--- src/rtl/upsample_pkg.sv ---
// Shared audio-path constants and the sample type used by the rate converters.
package upsample_pkg;

  localparam int SAMPLE_W = 18;
  localparam int NFREQ_W  = 4;
  localparam int FS_HZ    = 48000;

  typedef logic signed [SAMPLE_W-1:0] sample_t;

endpackage

--- src/rtl/upsample_phase_ctr.sv ---
// Output-slot phase counter for the interpolator: counts enfs strobes down
// from max(Nfreq,1)-1 and flags phase 0, where a new low-rate sample is due.
module upsample_phase_ctr
  import upsample_pkg::*;
#(
  parameter int NFREQ_W = upsample_pkg::NFREQ_W
) (
  input  logic               clk_i,
  input  logic               rst_i,
  input  logic               enfs_i,
  input  logic [NFREQ_W-1:0] nfreq_i,
  output logic               phase0_o
);

  logic [NFREQ_W-1:0] phase_q, phase_d;
  logic [NFREQ_W-1:0] nlatch_q, nlatch_d;

  // A factor of 0 behaves as 1 (pass-through).
  function automatic logic [NFREQ_W-1:0] eff_factor(input logic [NFREQ_W-1:0] n);
    return (n == '0) ? NFREQ_W'(1) : n;
  endfunction

  assign phase0_o = (phase_q == '0);

  // Next phase: Nfreq is only sampled on the phase-0 reload, so a change
  // mid-period lets the current period run to completion.
  always_comb begin
    phase_d  = phase_q;
    nlatch_d = nlatch_q;
    if (enfs_i) begin
      if (phase_q == '0) begin
        nlatch_d = eff_factor(nfreq_i);
        phase_d  = eff_factor(nfreq_i) - NFREQ_W'(1);
      end else begin
        phase_d  = phase_q - NFREQ_W'(1);
      end
    end
  end

  // Counter state; reset makes the next enfs a phase-0 slot.
  always_ff @(posedge clk_i) begin
    if (rst_i) begin
      phase_q  <= '0;
      nlatch_q <= NFREQ_W'(1);
    end else begin
      phase_q  <= phase_d;
      nlatch_q <= nlatch_d;
    end
  end

endmodule

--- src/rtl/upsample.sv ---
// Interpolating rate expander: low-rate samples in on endatain, Fs samples
// out on enfs, empty slots filled by zero-insertion or sample-and-hold.
module upsample
  import upsample_pkg::*;
#(
  parameter int DATA_W  = SAMPLE_W,
  parameter int NFREQ_W = upsample_pkg::NFREQ_W
) (
  input  logic                     clock,
  input  logic                     reset,
  input  logic [NFREQ_W-1:0]       Nfreq,
  input  logic                     holdmode,
  input  logic signed [DATA_W-1:0] datain,
  input  logic                     endatain,
  input  logic                     enfs,
  output logic signed [DATA_W-1:0] dataout,
  output logic                     endataout,
  output logic                     overrun,
  output logic                     underrun
);

  logic                     phase0;
  logic                     slot0;
  logic                     avail;
  logic signed [DATA_W-1:0] sample;

  logic signed [DATA_W-1:0] pending_q, pending_d;
  logic                     pending_vld_q, pending_vld_d;
  logic signed [DATA_W-1:0] last_q, last_d;
  logic signed [DATA_W-1:0] dout_q, dout_d;
  logic                     eo_q, ovr_q, ovr_d, und_q, und_d;

  // Value for a slot that carries no new sample.
  function automatic logic signed [DATA_W-1:0] fill(input logic hold,
                                                    input logic signed [DATA_W-1:0] held);
    return hold ? held : '0;
  endfunction

  upsample_phase_ctr #(.NFREQ_W(NFREQ_W)) u_phase (
    .clk_i    (clock),
    .rst_i    (reset),
    .enfs_i   (enfs),
    .nfreq_i  (Nfreq),
    .phase0_o (phase0)
  );

  // A fresh input on the phase-0 slot itself bypasses the pending buffer.
  assign slot0  = enfs && phase0;
  assign avail  = endatain || pending_vld_q;
  assign sample = endatain ? datain : pending_q;

  // Slot fill mux, pending buffer management and status pulses.
  always_comb begin
    pending_d     = pending_q;
    pending_vld_d = pending_vld_q;
    last_d        = last_q;
    dout_d        = dout_q;
    // A new input while one is still buffered always loses the old one:
    // either it is overwritten, or it is dropped in favour of the bypass.
    ovr_d         = endatain && pending_vld_q;
    und_d         = slot0 && !avail;

    if (endatain && !slot0) begin
      pending_d     = datain;
      pending_vld_d = 1'b1;
    end

    if (enfs) begin
      if (phase0 && avail) begin
        dout_d        = sample;
        last_d        = sample;
        pending_vld_d = 1'b0;
      end else begin
        dout_d = fill(holdmode, last_q);
      end
    end
  end

  // Registered state and outputs; one clock latency from enfs.
  always_ff @(posedge clock) begin
    if (reset) begin
      pending_q     <= '0;
      pending_vld_q <= 1'b0;
      last_q        <= '0;
      dout_q        <= '0;
      eo_q          <= 1'b0;
      ovr_q         <= 1'b0;
      und_q         <= 1'b0;
    end else begin
      pending_q     <= pending_d;
      pending_vld_q <= pending_vld_d;
      last_q        <= last_d;
      dout_q        <= dout_d;
      eo_q          <= enfs;
      ovr_q         <= ovr_d;
      und_q         <= und_d;
    end
  end

  assign dataout   = dout_q;
  assign endataout = eo_q;
  assign overrun   = ovr_q;
  assign underrun  = und_q;

endmodule
--- config.mk ---
export PLATFORM = sky130hd
export DESIGN_NAME = upsample
export DESIGN_NICKNAME = d
export VERILOG_FILES = /design/src/rtl/upsample_pkg.sv /design/src/rtl/upsample_phase_ctr.sv /design/src/rtl/upsample.sv
export SDC_FILE = /design/constraint.sdc
export NUM_CORES = 1
export LEC_CHECK = 0
export BUFFER_PORTS_ARGS = -buffer_cell sky130_fd_sc_hd__buf_2
export CAP_MARGIN = 25
export CORE_UTILIZATION = 35
export CTS_CLUSTER_DIAMETER = 120
export DETAILED_ROUTE_END_ITERATION = 8
export GPL_ROUTABILITY_DRIVEN = 0
export SYNTH_ARGS = -nofsm -noshare
export SYNTH_HDL_FRONTEND = slang
export SYNTH_SLANG_ARGS = --single-unit
--- constraint.sdc ---
create_clock -name clock -period 5.65 [get_ports clock]
set_clock_uncertainty 0.15 [all_clocks]
set_input_delay 0.565 -clock clock [delete_from_list [all_inputs] [get_ports clock]]
set_output_delay 0.565 -clock clock [all_outputs]
set_load 0.1 [all_outputs]
==> flow_summary.json <==
{
  "run_status": "complete, no violations",
  "synth_edf_count": 0,
  "rr_endpoint": "last_q[16]",
  "cts_tree": "yes",
  "power.total_uw": 1150,
  "clockBufferDepth": 2,
  "fin_ws_ns": 2.97,
  "grt_pass1_vias": 1988,
  "cts_hold_buffers": 0,
  "antenna_found_initial": 0,
  "die_h_um": 89.8,
  "synth_cell_types": 33,
  "worstSkewPairLatency_ns": 0.34,
  "max-cap-violations": 0,
  "cts_buffers": 9,
  "hp-class": "flop to flop",
  "internal-power_uw": 801,
  "routed_via_density": 5.16,
  "seq_area_frac_synth": 0.460,
  "drt-met1-wl_um": 3110,
  "synth_nets": 292,
  "io_pins": 48,
  "seq_area_um2": 1240,
  "via_count": 2094,
  "rr_startpoint": "u_phase.phase_q[0]",
  "startpoint_type": "primary input",
  "coreArea_um2": 7370,
  "setup_viol_count_final": 0,
  "area_growth_pct": 18.2,
  "io_buffers": 47,
  "place_area_um2": 2970,
  "end_kind": "flop",
  "p_sw_frac": 0.304,
  "wirelength_um": 5910,
  "worst_slew_pin_slew_ns": 1.01,
  "setup_tns_ns": 0,
  "multiInputGateArea_um2": 1330,
  "syn_area_per_cell_um2": 10.2,
  "preCtsSetupSlack_ns": 2.63,
  "htreeDepth": 3,
  "grt.overflow.total": 0,
  "p_seq_frac": 0.428,
  "critical_path_class": "primary input to flop",
  "dp_hpwl_um": 4060,
  "cts_resized": 0,
  "max_freq_mhz": 374,
  "ys_async_sr_fraction": 0,
  "period_share": 0.474,
  "clk_pin_slew_ns": 0.07,
  "crit_arrival_ns": 2.75,
  "critical_path_required_ns": 5.73,
  "start_util": 0.366,
  "clkSinkCount": 62,
  "comb_power_share": 0.192,
  "period_needed_ns": 2.68,
  "dieArea_um2": 8070,
  "p_leak_uw": 0.00133,
  "wl_met2_um": 2370,
  "grt_start_max_net_pins": 62,
  "wl_per_cell_um": 14.5,
  "firstDrtPassIters": 4,
  "hold_path_depth": 2,
  "placementRows": 31,
  "rsz0062_at_grt": "no",
  "yosysTopAreaCellShare": 0.460,
  "pwr-share-clk": 0.380,
  "switching_power_uw": 349,
  "post-route-drc-count": 0,
  "synth_area_leader_cell": "dfxtp_1",
  "drtIter0Drc": 236,
  "grt_pass1_wl_um": 9980,
  "rrSetupSlack_ns": 3.46,
  "final_area_um2": 3190,
  "slew_headroom": 0.324,
  "finalNetCount": 330,
  "synth-warning-count": 0,
  "track_usage": 0.156,
  "wl_met3_um": 292,
  "post-cts-setup-buffers": 0,
  "cts_root_buf": "clkbuf_8",
  "syn_area_um2": 2700,
  "ant_nets": 0,
  "synthTopCellsByArea": "dfxtp_1 (46%), mux2i_1 (13%), nand2b_1 (13%), a221o_1 (6.7%), nor4_1 (4.4%)",
  "ir_worst_vdd_v": 0.000127,
  "yosys_most_used_dff": "dfxtp_1",
  "r2r_cells": 3,
  "synth_most_common_cell": "dfxtp_1",
  "netlist_instances": 264,
  "min_from": "pending_vld_q",
  "startpoint": "reset",
  "fillers": 729,
  "antennaDiodeCount": 0,
  "p_per_area_nw_per_um2": 360,
  "synth_common_cells": "dfxtp_1 (62), nand2b_1 (54), mux2i_1 (36), nor4_1 (19)",
  "fp.dieW_um": 89.8,
  "ys_ff_latch": 62,
  "min_to": "overrun",
  "crit_fanout": 61,
  "final_max_slew_viol_count": 0,
  "hold_viol": 0,
  "top_layer": "met4",
  "drive_gt1_frac": 0.235
}
[area by class of cell]
type,count,share of cell area
Multi-Input combinational cell,176,0.417
Sequential cell,62,0.389
Timing Repair Buffer,50,0.0820
Clock buffer,10,0.0431
Tap cell,99,0.0388
Clock inverter,6,0.0267
Inverter,3,0.00353
[placed cells by master (no fill, tap or decap), types with 3 or more instances in the layout]
| master | netlist | final |
|---|---|---|
| dfxtp_1 | 62 | 62 |
| buf_2 | 6 | 47 |
| nand2b_1 | 54 | 54 |
| nor4_1 | 19 | 19 |
| clkbuf_8 | 0 | 10 |
| o22ai_1 | 18 | 18 |
| mux2i_1 | 36 | 36 |
| a211oi_1 | 4 | 4 |
| nor2_1 | 5 | 5 |
| a221o_1 | 18 | 18 |
| inv_1 | 3 | 3 |
[flip-flops by register name, indices dropped and copies added, names as in the netlist]
name / count
u_phase.phase_q: 4
underrun: 1
pending_vld_q: 1
dataout: 18
pending_q: 18
endataout: 1
overrun: 1
last_q: 18
[per-layer routing]
metal,vias to the layer above,global-route usage
met1,958,0.226
met5,-,0
met2,65,0.212
met4,0,0.0902
li1,1060,-
met3,11,0.0330
[through the flow]
step / utilization / cells / hold slack, ns
after floorplan: - / 264 / 0.269
after detailed placement: 0.403 / 390 / 0.280
after CTS: 0.433 / 406 / 0.290
after global placement: 0.401 / 389 / 0.277
after global routing: 0.433 / 406 / 0.310
final: 0.433 / 406 / 0.289
[logic make-up after synthesis]
family / synth area share
AOI/OAI and AO/OA: 0.147
adders and majority gates: 0.00464
buffers and inverters: 0.0487
DFF: 0.460
muxes: 0.134
and+or+nand+nor: 0.206
[power groups by stage]
stage,logic (µW),registers (µW),clock network (µW)
4_1_cts,221,492,444
6_report,221,493,437
3_5_place_dp,221,502,0
5_1_grt,240,497,465
2_1_floorplan,126,553,0
3_3_place_gp,217,502,0
[how the worst max path moves through the flow]
| stage | to | cells after the start |
|---|---|---|
| after floorplan | last_q[0] | 5 |
| after CTS | dataout[17] | 5 |
| final | dataout[12] | 5 |
| after global routing | dataout[12] | 5 |
| after global placement | dataout[2] | 5 |
| after detailed placement | dataout[3] | 5 |
[worst max-delay path: stages]
cell      delay [ns]
buf_2           0.59
nand2b_1        0.64
inv_1           0.19
o211a_1         0.37
a221o_1         0.37
(Power assumes the default switching activity.)
